==> config.mk <==
export PLATFORM = sky130hd
export DESIGN_NAME = branch_redirect_flat
export DESIGN_NICKNAME = d
export VERILOG_FILES = /design/src/rtl/branch_redirect_if.sv /design/src/rtl/branch_redirect.sv /design/src/flat_wrapper.sv
export SDC_FILE = /design/constraint.sdc
export NUM_CORES = 1
export LEC_CHECK = 0
export BUFFER_PORTS_ARGS = -buffer_cell sky130_fd_sc_hd__buf_2
export CORE_MARGIN = 5
export CORE_UTILIZATION = 39
export CTS_CLUSTER_DIAMETER = 30
export DETAILED_ROUTE_END_ITERATION = 10
export PLACE_DENSITY = 0.65
export SLEW_MARGIN = 20
export SYNTH_ARGS = -nofsm -noshare
export SYNTH_HDL_FRONTEND = slang
export SYNTH_SLANG_ARGS = --single-unit
export TNS_END_PERCENT = 1
==> constraint.sdc <==
create_clock -name clk -period 3.6 [get_ports clk]
set_input_delay 0.36 -clock clk [delete_from_list [all_inputs] [get_ports clk]]
set_output_delay 0.36 -clock clk [all_outputs]
set_load 0.005 [all_outputs]
==> src/rtl/branch_redirect_if.sv <==
// Shared PC-selector opcode type plus the decode/execute/fetch bundle for branch_redirect.
// Ports (via modports): fetch_ready, hazard_stall, id_valid, id_is_ctrl, id_pc,
// ex_valid, ex_kind, ex_taken, ex_pc, ex_imm, ex_rs1 (toward the sequencer);
// op, offset, stall_pc, flush_if, busy, br_cnt, taken_cnt (from the sequencer).
package branch_redirect_pkg;
    typedef enum logic [2:0] {
        PLUS4    = 3'd0,
        MAINTAIN = 3'd1,
        BEQ_P    = 3'd2,
        BEQ_N    = 3'd3,
        JAL_P    = 3'd4,
        JALR_P   = 3'd5
    } instfunc_t;

    localparam logic [1:0] KIND_NONE = 2'd0;
    localparam logic [1:0] KIND_BEQ  = 2'd1;
    localparam logic [1:0] KIND_JAL  = 2'd2;
    localparam logic [1:0] KIND_JALR = 2'd3;
endpackage

interface branch_redirect_if #(
    parameter int unsigned CNT_W = 32
);
    import branch_redirect_pkg::*;

    logic             fetch_ready;
    logic             hazard_stall;
    logic             id_valid;
    logic             id_is_ctrl;
    logic [63:0]      id_pc;
    logic             ex_valid;
    logic [1:0]       ex_kind;
    logic             ex_taken;
    logic [63:0]      ex_pc;
    logic [63:0]      ex_imm;
    logic [63:0]      ex_rs1;
    instfunc_t        op;
    logic [63:0]      offset;
    logic [63:0]      stall_pc;
    logic             flush_if;
    logic             busy;
    logic [CNT_W-1:0] br_cnt;
    logic [CNT_W-1:0] taken_cnt;

    // Pipeline side: drives decode/execute/fetch status, consumes the redirect.
    modport master (
        output fetch_ready, hazard_stall, id_valid, id_is_ctrl, id_pc,
               ex_valid, ex_kind, ex_taken, ex_pc, ex_imm, ex_rs1,
        input  op, offset, stall_pc, flush_if, busy, br_cnt, taken_cnt
    );

    // Sequencer side.
    modport slave (
        input  fetch_ready, hazard_stall, id_valid, id_is_ctrl, id_pc,
               ex_valid, ex_kind, ex_taken, ex_pc, ex_imm, ex_rs1,
        output op, offset, stall_pc, flush_if, busy, br_cnt, taken_cnt
    );
endinterface

==> src/rtl/branch_redirect.sv <==
// Fetch-side control-flow sequencer: freezes the PC on a decoded control transfer,
// waits for execute to resolve it, then holds the op/offset/stall_pc redirect until
// fetch accepts it. Keeps resolved / taken counters.
// Ports: clk, reset (async active-low), bus (branch_redirect_if.slave).
module branch_redirect
    import branch_redirect_pkg::*;
#(
    parameter int unsigned CNT_W = 32
) (
    input  logic                   clk,
    input  logic                   reset,
    branch_redirect_if.slave       bus
);

    localparam logic [1:0] S_IDLE  = 2'd0;
    localparam logic [1:0] S_WAIT  = 2'd1;
    localparam logic [1:0] S_ISSUE = 2'd2;

    logic [1:0]       state_q, state_d;
    logic [63:0]      stall_pc_q, stall_pc_d;
    logic [63:0]      off_q, off_d;
    instfunc_t        op_q, op_d;
    logic [CNT_W-1:0] br_cnt_q, br_cnt_d;
    logic [CNT_W-1:0] taken_cnt_q, taken_cnt_d;
    instfunc_t        op_c;
    logic             flush_c;
    logic             is_taken;
    logic [63:0]      jalr_sum;

    // JALR target wraps modulo 2^64; bit 0 is cleared afterwards.
    assign jalr_sum = bus.ex_rs1 + bus.ex_imm;

    // State and redirect registers.
    always_ff @(posedge clk or negedge reset) begin
        if (!reset) begin
            state_q     <= S_IDLE;
            stall_pc_q  <= 64'd0;
            off_q       <= 64'd0;
            op_q        <= PLUS4;
            br_cnt_q    <= '0;
            taken_cnt_q <= '0;
        end else begin
            state_q     <= state_d;
            stall_pc_q  <= stall_pc_d;
            off_q       <= off_d;
            op_q        <= op_d;
            br_cnt_q    <= br_cnt_d;
            taken_cnt_q <= taken_cnt_d;
        end
    end

    // Next-state, resolution and PC-selector opcode.
    always_comb begin
        state_d     = state_q;
        stall_pc_d  = stall_pc_q;
        off_d       = off_q;
        op_d        = op_q;
        br_cnt_d    = br_cnt_q;
        taken_cnt_d = taken_cnt_q;
        op_c        = MAINTAIN;
        flush_c     = 1'b0;
        is_taken    = 1'b0;

        case (state_q)
            S_IDLE: begin
                op_c = (bus.hazard_stall || !bus.fetch_ready) ? MAINTAIN : PLUS4;
                // A decoded control transfer wins over a concurrent hazard stall.
                if (bus.id_valid && bus.id_is_ctrl) begin
                    stall_pc_d = bus.id_pc;
                    flush_c    = 1'b1;
                    op_c       = MAINTAIN;
                    state_d    = S_WAIT;
                end
            end
            S_WAIT: begin
                if (bus.ex_valid && (bus.ex_pc == stall_pc_q)) begin
                    case (bus.ex_kind)
                        KIND_BEQ: begin
                            if (bus.ex_taken) begin
                                op_d     = BEQ_P;
                                off_d    = bus.ex_imm;
                                is_taken = 1'b1;
                            end else begin
                                op_d  = BEQ_N;
                                off_d = 64'd0;
                            end
                        end
                        KIND_JAL: begin
                            op_d     = JAL_P;
                            off_d    = bus.ex_imm;
                            is_taken = 1'b1;
                        end
                        KIND_JALR: begin
                            op_d     = JALR_P;
                            off_d    = jalr_sum & ~64'h1;
                            is_taken = 1'b1;
                        end
                        default: begin
                            // Kind "none" at the matching PC falls through as not-taken.
                            op_d  = BEQ_N;
                            off_d = 64'd0;
                        end
                    endcase
                    br_cnt_d = br_cnt_q + CNT_W'(1);
                    if (is_taken) begin
                        taken_cnt_d = taken_cnt_q + CNT_W'(1);
                    end
                    state_d = S_ISSUE;
                end
            end
            S_ISSUE: begin
                op_c = op_q;
                if (bus.fetch_ready) begin
                    state_d = S_IDLE;
                end
            end
            default: begin
                state_d = S_IDLE;
            end
        endcase
    end

    // Reset forces a frozen PC and no flush without waiting for a clock edge.
    assign bus.op        = reset ? op_c : MAINTAIN;
    assign bus.flush_if  = reset & flush_c;
    assign bus.busy      = (state_q != S_IDLE);
    assign bus.offset    = off_q;
    assign bus.stall_pc  = stall_pc_q;
    assign bus.br_cnt    = br_cnt_q;
    assign bus.taken_cnt = taken_cnt_q;

endmodule

==> src/flat_wrapper.sv <==
// flat-port wrapper written by rule: the top's interface ports become plain ports
module branch_redirect_flat import branch_redirect_pkg::*;
#(
    parameter int unsigned CNT_W = 32
)
  (clk, reset, bus_fetch_ready, bus_hazard_stall, bus_id_valid, bus_id_is_ctrl, bus_id_pc, bus_ex_valid, bus_ex_kind, bus_ex_taken, bus_ex_pc, bus_ex_imm, bus_ex_rs1, bus_op, bus_offset, bus_stall_pc, bus_flush_if, bus_busy, bus_br_cnt, bus_taken_cnt);
  branch_redirect_if #(.CNT_W(CNT_W)) bus_i ();
  input  logic clk;
  input  logic reset;
  input wire logic [$bits(bus_i.fetch_ready)-1:0] bus_fetch_ready;
  input wire logic [$bits(bus_i.hazard_stall)-1:0] bus_hazard_stall;
  input wire logic [$bits(bus_i.id_valid)-1:0] bus_id_valid;
  input wire logic [$bits(bus_i.id_is_ctrl)-1:0] bus_id_is_ctrl;
  input wire logic [$bits(bus_i.id_pc)-1:0] bus_id_pc;
  input wire logic [$bits(bus_i.ex_valid)-1:0] bus_ex_valid;
  input wire logic [$bits(bus_i.ex_kind)-1:0] bus_ex_kind;
  input wire logic [$bits(bus_i.ex_taken)-1:0] bus_ex_taken;
  input wire logic [$bits(bus_i.ex_pc)-1:0] bus_ex_pc;
  input wire logic [$bits(bus_i.ex_imm)-1:0] bus_ex_imm;
  input wire logic [$bits(bus_i.ex_rs1)-1:0] bus_ex_rs1;
  output wire logic [$bits(bus_i.op)-1:0] bus_op;
  output wire logic [$bits(bus_i.offset)-1:0] bus_offset;
  output wire logic [$bits(bus_i.stall_pc)-1:0] bus_stall_pc;
  output wire logic [$bits(bus_i.flush_if)-1:0] bus_flush_if;
  output wire logic [$bits(bus_i.busy)-1:0] bus_busy;
  output wire logic [$bits(bus_i.br_cnt)-1:0] bus_br_cnt;
  output wire logic [$bits(bus_i.taken_cnt)-1:0] bus_taken_cnt;
  assign bus_i.fetch_ready = bus_fetch_ready;
  assign bus_i.hazard_stall = bus_hazard_stall;
  assign bus_i.id_valid = bus_id_valid;
  assign bus_i.id_is_ctrl = bus_id_is_ctrl;
  assign bus_i.id_pc = bus_id_pc;
  assign bus_i.ex_valid = bus_ex_valid;
  assign bus_i.ex_kind = bus_ex_kind;
  assign bus_i.ex_taken = bus_ex_taken;
  assign bus_i.ex_pc = bus_ex_pc;
  assign bus_i.ex_imm = bus_ex_imm;
  assign bus_i.ex_rs1 = bus_ex_rs1;
  assign bus_op = bus_i.op;
  assign bus_offset = bus_i.offset;
  assign bus_stall_pc = bus_i.stall_pc;
  assign bus_flush_if = bus_i.flush_if;
  assign bus_busy = bus_i.busy;
  assign bus_br_cnt = bus_i.br_cnt;
  assign bus_taken_cnt = bus_i.taken_cnt;
  branch_redirect #(.CNT_W(CNT_W)) u_core (.clk(clk), .reset(reset), .bus(bus_i));
endmodule
Word level (Yosys, flattened, before mapping)
Index checks and enable logic that the tools add are counted.
{ "op_classes": {"addsub": 3, "eq_ne": 9, "n_mux": 18, "n_bitwise": 1, "n_reduce_logical": 11} }
{ "op_table": {"columns": ["operator", "count"], "rows": [
  ["$pmux 64 s3", 1],
  ["$add 32x1->32 const B", 2],
  ["$add 64x64->64", 1],
  ["$eq 64x64->1", 1],
  ["$mux 64", 1],
  ["$pmux 3 s3", 1],
  ["$mux 1", 7],
  ["$eq 2x2->1 const B", 3],
  ["$mux 2", 3],
  ["$mux 3", 2],
  ["$pmux 2 s3", 1],
  ["$pmux 3 s2", 1],
  ["$reduce_and 3->1", 2],
  ["$eq 2x1->1 const B", 2],
  ["$ne 2x1->1 const B", 2],
  ["$reduce_and 2->1", 2],
  ["$logic_and 1x1->1", 2],
  ["$logic_not 2->1", 1],
  ["$ne 2x2->1 const B", 1],
  ["$pmux 1 s2", 1],
  ["$reduce_bool 2->1", 1],
  ["$reduce_or 2->1", 1],
  ["$and 1x1->1", 1],
  ["$logic_not 1->1", 1],
  ["$logic_or 1x1->1", 1]
]} }
{ "totals": {"reg_bits": 197, "input_bits": 266, "output_inout_bits": 197, "wordCells": 48} }

Depth between registers and ports, before layout
{ "logic_depth": {"ltp_word": 6, "depth_mapped": 13, "ltp_nobuf": 13} }

Worst setup path before layout
No wires, ideal clock.
{ "synth_timing": {"kind": "input -> register", "startpoint": "input port bus_ex_rs1[30]", "endpoint": "register u_core.off_q[58], in the netlist u_core.bus.offset[58]", "setup_ns": 0.082, "arrival_time_ns": 3.010, "required_time_ns": 3.518, "slack_ns": 0.508, "stages": 12, "path_buffers": 1, "path_cell_list": "ha_1 -> buf_6 -> nand4_4 -> or3_1 -> o21a_1 -> or3_1 -> o21ai_2 -> o21ai_2 -> or3b_4 -> or4_1 -> and3_1 -> a31oi_1"} }
{ "synth_between": {"elab_chain_cells": 2} }
{ "synth_rtl": {"columns": ["element", "line", "source"], "rows": [
  ["from (decl)", "flat_wrapper.sv:20", "input wire logic [$bits(bus_i.ex_rs1)-1:0] bus_ex_rs1;"],
  ["$add 64x64->64", "branch_redirect.sv:31", "assign jalr_sum = bus.ex_rs1 + bus.ex_imm;"],
  ["$pmux 64 s3", "branch_redirect.sv:77", "case (bus.ex_kind)"],
  ["to (signal assigned)", "branch_redirect.sv:38", "off_q <= 64'd0;"],
  ["to (signal assigned)", "branch_redirect.sv:45", "off_q <= off_d;"],
  ["to (decl)", "branch_redirect.sv:21", "logic [63:0] off_q, off_d;"]
]} }
No other way between the ends.
A chain may end at the register's enable or synchronous reset.

Final worst setup path
{ "layout_timing": {"startpoint": "register u_core.stall_pc_q[8], in the netlist u_core.bus.stall_pc[8]", "endpoint": "register u_core.br_cnt_q[31], in the netlist u_core.bus.br_cnt[31]"} }
{ "layout_between": {"elab_chain_cells": 3} }
{ "layout_rtl": {"columns": ["element", "line", "source"], "rows": [
  ["from (decl)", "branch_redirect.sv:20", "logic [63:0] stall_pc_q, stall_pc_d;"],
  ["from (signal assigned)", "branch_redirect.sv:44", "stall_pc_q <= stall_pc_d;"],
  ["$eq 64x64->1", "branch_redirect.sv:76", "if (bus.ex_valid && (bus.ex_pc == stall_pc_q)) begin"],
  ["$logic_and 1x1->1", "branch_redirect.sv:76", null],
  ["$reduce_and 2->1 (no source line)", null, null],
  ["to (signal assigned)", "branch_redirect.sv:47", "br_cnt_q <= br_cnt_d;"],
  ["to (decl)", "branch_redirect.sv:23", "logic [CNT_W-1:0] br_cnt_q, br_cnt_d;"]
]} }
No other way between the ends.

==> results.json <==
{
  "status": "finished, final reports clean",
  "dp_hpwl_mm": 37.75,
  "synth-seq-cells": 197,
  "drv_cap": 0,
  "ff2ff_setup_slack_ns": 0.35,
  "dieArea_um2": 36920,
  "pin_count": 463,
  "worstPathCellList": "xnor2_1 > nand4_1 > nor4_1 > nand4_1 > nor4_2 > nand2_1 > nor4_4 > nand3_1 > nor2_1 > xor2_1",
  "fin_area_um2": 16550,
  "dp_cells": 2281,
  "vias": 12634,
  "maxSlewViolCount": 0,
  "dr.first_iter.drc_count": 767,
  "grt_pass1_vias": 12448,
  "synth_edf_count": 0,
  "timing.rr.start": "u_core.bus.stall_pc[8]",
  "cts_max_level": 4,
  "fp.coreArea_um2": 32620,
  "path_common_cell": "nand4_1",
  "routed_wl_mm": 46.74,
  "swShare_pct": 32.26,
  "pwr-share-clk_pct": 36.2,
  "leakage_nw": 8.388,
  "cts.path.max_buffers": 2,
  "postSynthAreaPerCell_um2": 9.283,
  "clk_pin_slew_ns": 0.08,
  "grt_max_degree": 91,
  "cts_buffers": 17,
  "grt_usage_pct": 24.63,
  "synth_area_um2": 12940,
  "period_minus_slack_ns": 3.253,
  "worst_ep_arrival_time_ns": 3.62,
  "max-slew-margin-rel_pct": 51.91,
  "worstPathRequired_ns": 3.97,
  "dpl_cell_area_um2": 15910,
  "intPower_mw": 3.735,
  "drc": 0,
  "holdCritPathClass": "in -> reg",
  "critPathSlowestCell": "nor4_1",
  "final-setup-viol-count": 0,
  "first_pass_iters": 6,
  "grt_setup_unrepaired": "false",
  "nets": 2190,
  "postRouteAntennaNets": 0,
  "clock_latency_ns": 0.46,
  "synth_cell_types": 75,
  "slowest_delay_ns": 0.56,
  "die_h_um": 192.2,
  "endpoint_kind": "flip-flop",
  "dieWidth_um": 192.2,
  "period_share_pct": 90.36,
  "cts_root_buf": "clkbuf_16",
  "synth_warnings": 0,
  "fmaxAchievable_mhz": 307.4,
  "hold_depth": 3,
  "start_util_pct": 39.67,
  "grt_pass1_wl_mm": 71.39,
  "postCtsSetupBuffers": 0,
  "critPathKind": "reg -> reg",
  "seqPwrFrac_pct": 41.2,
  "hp-start": "bus_id_pc[30]",
  "r2r_cells": 10,
  "worst-path-max-fanout": 4,
  "rows": 66,
  "tightest_slew_ns": 0.7196,
  "skew_ns": 0.01780,
  "crit_buf_inv": 0,
  "area_growth_pct": 27.90,
  "antenna_found_initial": 14,
  "yosysSeqAreaShare_pct": 38.10,
  "place.gp.congestion": 0.9623,
  "power.switching_mw": 1.779,
  "comb_power_share_pct": 22.6,
  "fin_cells": 2321,
  "power_density_nw_per_um2": 333.2,
  "avgRoutedWirePerCell_um": 20.14,
  "postSynthCellCount": 1394,
  "r2r-end": "u_core.bus.br_cnt[31]",
  "async_flop_share_pct": 100.0,
  "via_per_inst": 5.443,
  "crit_path_start_kind": "flip-flop",
  "peakVddDrop_mv": 0.3152,
  "finalHoldViolCount": 0,
  "tritoncts": "yes",
  "cts_sinks": 197,
  "cpLargestDelayFamily": "simple AND/OR/NAND/NOR gates",
  "min_to": "u_core.bus.stall_pc[30]",
  "drive_above_1_share_pct": 33.55,
  "port_buffers": 462,
  "overflow": 0,
  "synth_fp_nets": 1725,
  "ys.flop_type": "dfrtp_1"
}
[registers in the layout, indices dropped and copies added (netlist names)]
name                  cells
u_core.op_q               3
u_core.bus.br_cnt        32
u_core.bus.taken_cnt     32
u_core.bus.stall_pc      64
u_core.bus.offset        64
u_core.state_q            2
[placed cells by master (no fill, tap or decap), types with 5 or more instances in the layout]
| master | instances |
|---|---|
| buf_2 | 461 |
| buf_4 | 36 |
| o22ai_1 | 8 |
| nand4_1 | 64 |
| a22oi_1 | 45 |
| nand2b_1 | 32 |
| or2_2 | 6 |
| ha_1 | 64 |
| dfrtp_1 | 197 |
| inv_8 | 6 |
| nor3_1 | 20 |
| mux2_2 | 63 |
| and2_1 | 12 |
| o21a_1 | 8 |
| nor2_1 | 100 |
| xor2_1 | 54 |
| nand3_1 | 49 |
| nand2_1 | 92 |
| nor4_1 | 12 |
| xnor2_1 | 113 |
| a21o_1 | 29 |
| diode_2 | 7 |
| o21bai_1 | 17 |
| a211oi_1 | 5 |
| inv_1 | 38 |
| nor2b_1 | 15 |
| a31oi_1 | 11 |
| a21oi_1 | 125 |
| o21ai_0 | 64 |
| clkbuf_16 | 17 |
| and3_1 | 27 |
[power by group through the flow]
stage	clock [mW]	combinational (mW)	sequential, mW
after floorplan	0	0.749	2.31
after global placement	0	1.22	2.31
after detailed placement	0	1.23	2.31
after CTS	2.07	1.24	2.27
after global routing	2.14	1.37	2.28
final	2.00	1.25	2.27
[worst reg2reg max path: cells and delay by family, from the launching register on]
| family | cells | cell delay (ns) |
|---|---|---|
| simple gates | 8 | 2.24 |
| xor+xnor | 2 | 0.53 |
| flops | 1 | 0.41 |
[layer usage]
metal	GRT usage, %	share of wire [%]
met4	6.857	2.1
met5	0	0.27
met3	7.397	8.4
met1	31.85	42
met2	40.14	47
[Yosys cell counts, types with 5 or more instances]
master / count / area share, %
a211oi_1: 5 / 0.29
buf_2: 5 / 0.19
ha_1: 64 / 6.2
xnor2_1: 114 / 7.7
inv_1: 38 / 1.1
a22oi_1: 45 / 2.6
o22ai_1: 8 / 0.39
or2_2: 6 / 0.29
o21ai_0: 64 / 2.5
xor2_1: 54 / 3.7
nand2b_1: 32 / 1.5
dfrtp_1: 197 / 38
and2_1: 13 / 0.63
nor3_1: 20 / 0.77
nand3_1: 49 / 1.9
buf_1: 6 / 0.17
o21bai_1: 17 / 0.99
and3_1: 27 / 1.3
nor2_1: 101 / 2.9
a21oi_1: 125 / 4.8
nor2b_1: 16 / 0.77
a31oi_1: 11 / 0.53
mux2_2: 63 / 5.5
nor4_1: 13 / 0.63
a21o_1: 29 / 1.7
clkbuf_1: 37 / 1.1
o21a_1: 8 / 0.46
nand4_1: 64 / 3.1
nand2_1: 92 / 2.7
[area by class of cell]
type / instances / area, um2
antenna: 7 / 17.52
clock buffer: 17 / 425.4
clock inverter: 15 / 172.7
fill: 3099 / 16070
inverter: 38 / 142.6
multi-input combinational: 1102 / 7627
sequential: 197 / 4930
tap: 442 / 553.0
timing repair buffer: 503 / 2681
[per-stage QoR]
| stage | total power, mW | TNS, ns | hold WS (ns) | setup slack [ns] | utilization (%) |
|---|---|---|---|---|---|
| final | 5.514 | 0 | 0.1161 | 0.3469 | 50.74 |
| after global routing | 5.783 | 0 | 0.09685 | 0.08324 | 50.72 |
| after floorplan | 3.058 | 0 | 0.06441 | 0.5083 | - |
| after global placement | 3.537 | -0.01980 | 0.4010 | -0.01980 | 48.78 |
| after CTS | 5.579 | 0 | 0.08457 | 0.1153 | 50.64 |
| after detailed placement | 3.544 | -0.04873 | 0.4023 | -0.04873 | 48.78 |
[kinds of logic (layout without fill, tap and decap cells)]
| family | after synthesis | after routing | synth area share (%) |
|---|---|---|---|
| compound gates | 350 | 350 | 17.12 |
| xor+xnor | 168 | 168 | 11.37 |
| fa+ha+maj | 65 | 65 | 6.343 |
| buf+inv | 95 | 573 | 3.288 |
| flops | 197 | 197 | 38.10 |
| mux | 67 | 67 | 5.792 |
| other cells | 0 | 7 | 0 |
| simple gates | 452 | 452 | 17.99 |
[timing repair]
action | in CTS | in global routing
gates resized for setup | 0 | 2
endpoints found under the hold margin | 62 | 0
hold buffers | 1 | 0
endpoints found under the setup margin | 0 | 26
[worst max path at each step]
stage / start / end / slack, ns / cells after the start
final: u_core.bus.stall_pc[8] / u_core.bus.br_cnt[31] / 0.35 / 10
after global routing: u_core.bus.stall_pc[48] / u_core.bus.taken_cnt[6] / 0.08 / 14
after CTS: u_core.bus.stall_pc[55] / u_core.bus.taken_cnt[6] / 0.12 / 14
after detailed placement: bus_ex_imm[0] / u_core.bus.offset[62] / -0.05 / 15
after global placement: bus_ex_imm[0] / u_core.bus.offset[62] / -0.02 / 15
after floorplan: bus_ex_rs1[30] / u_core.bus.offset[58] / 0.51 / 12
No activity file was read; power rests on OpenSTA's default activity.
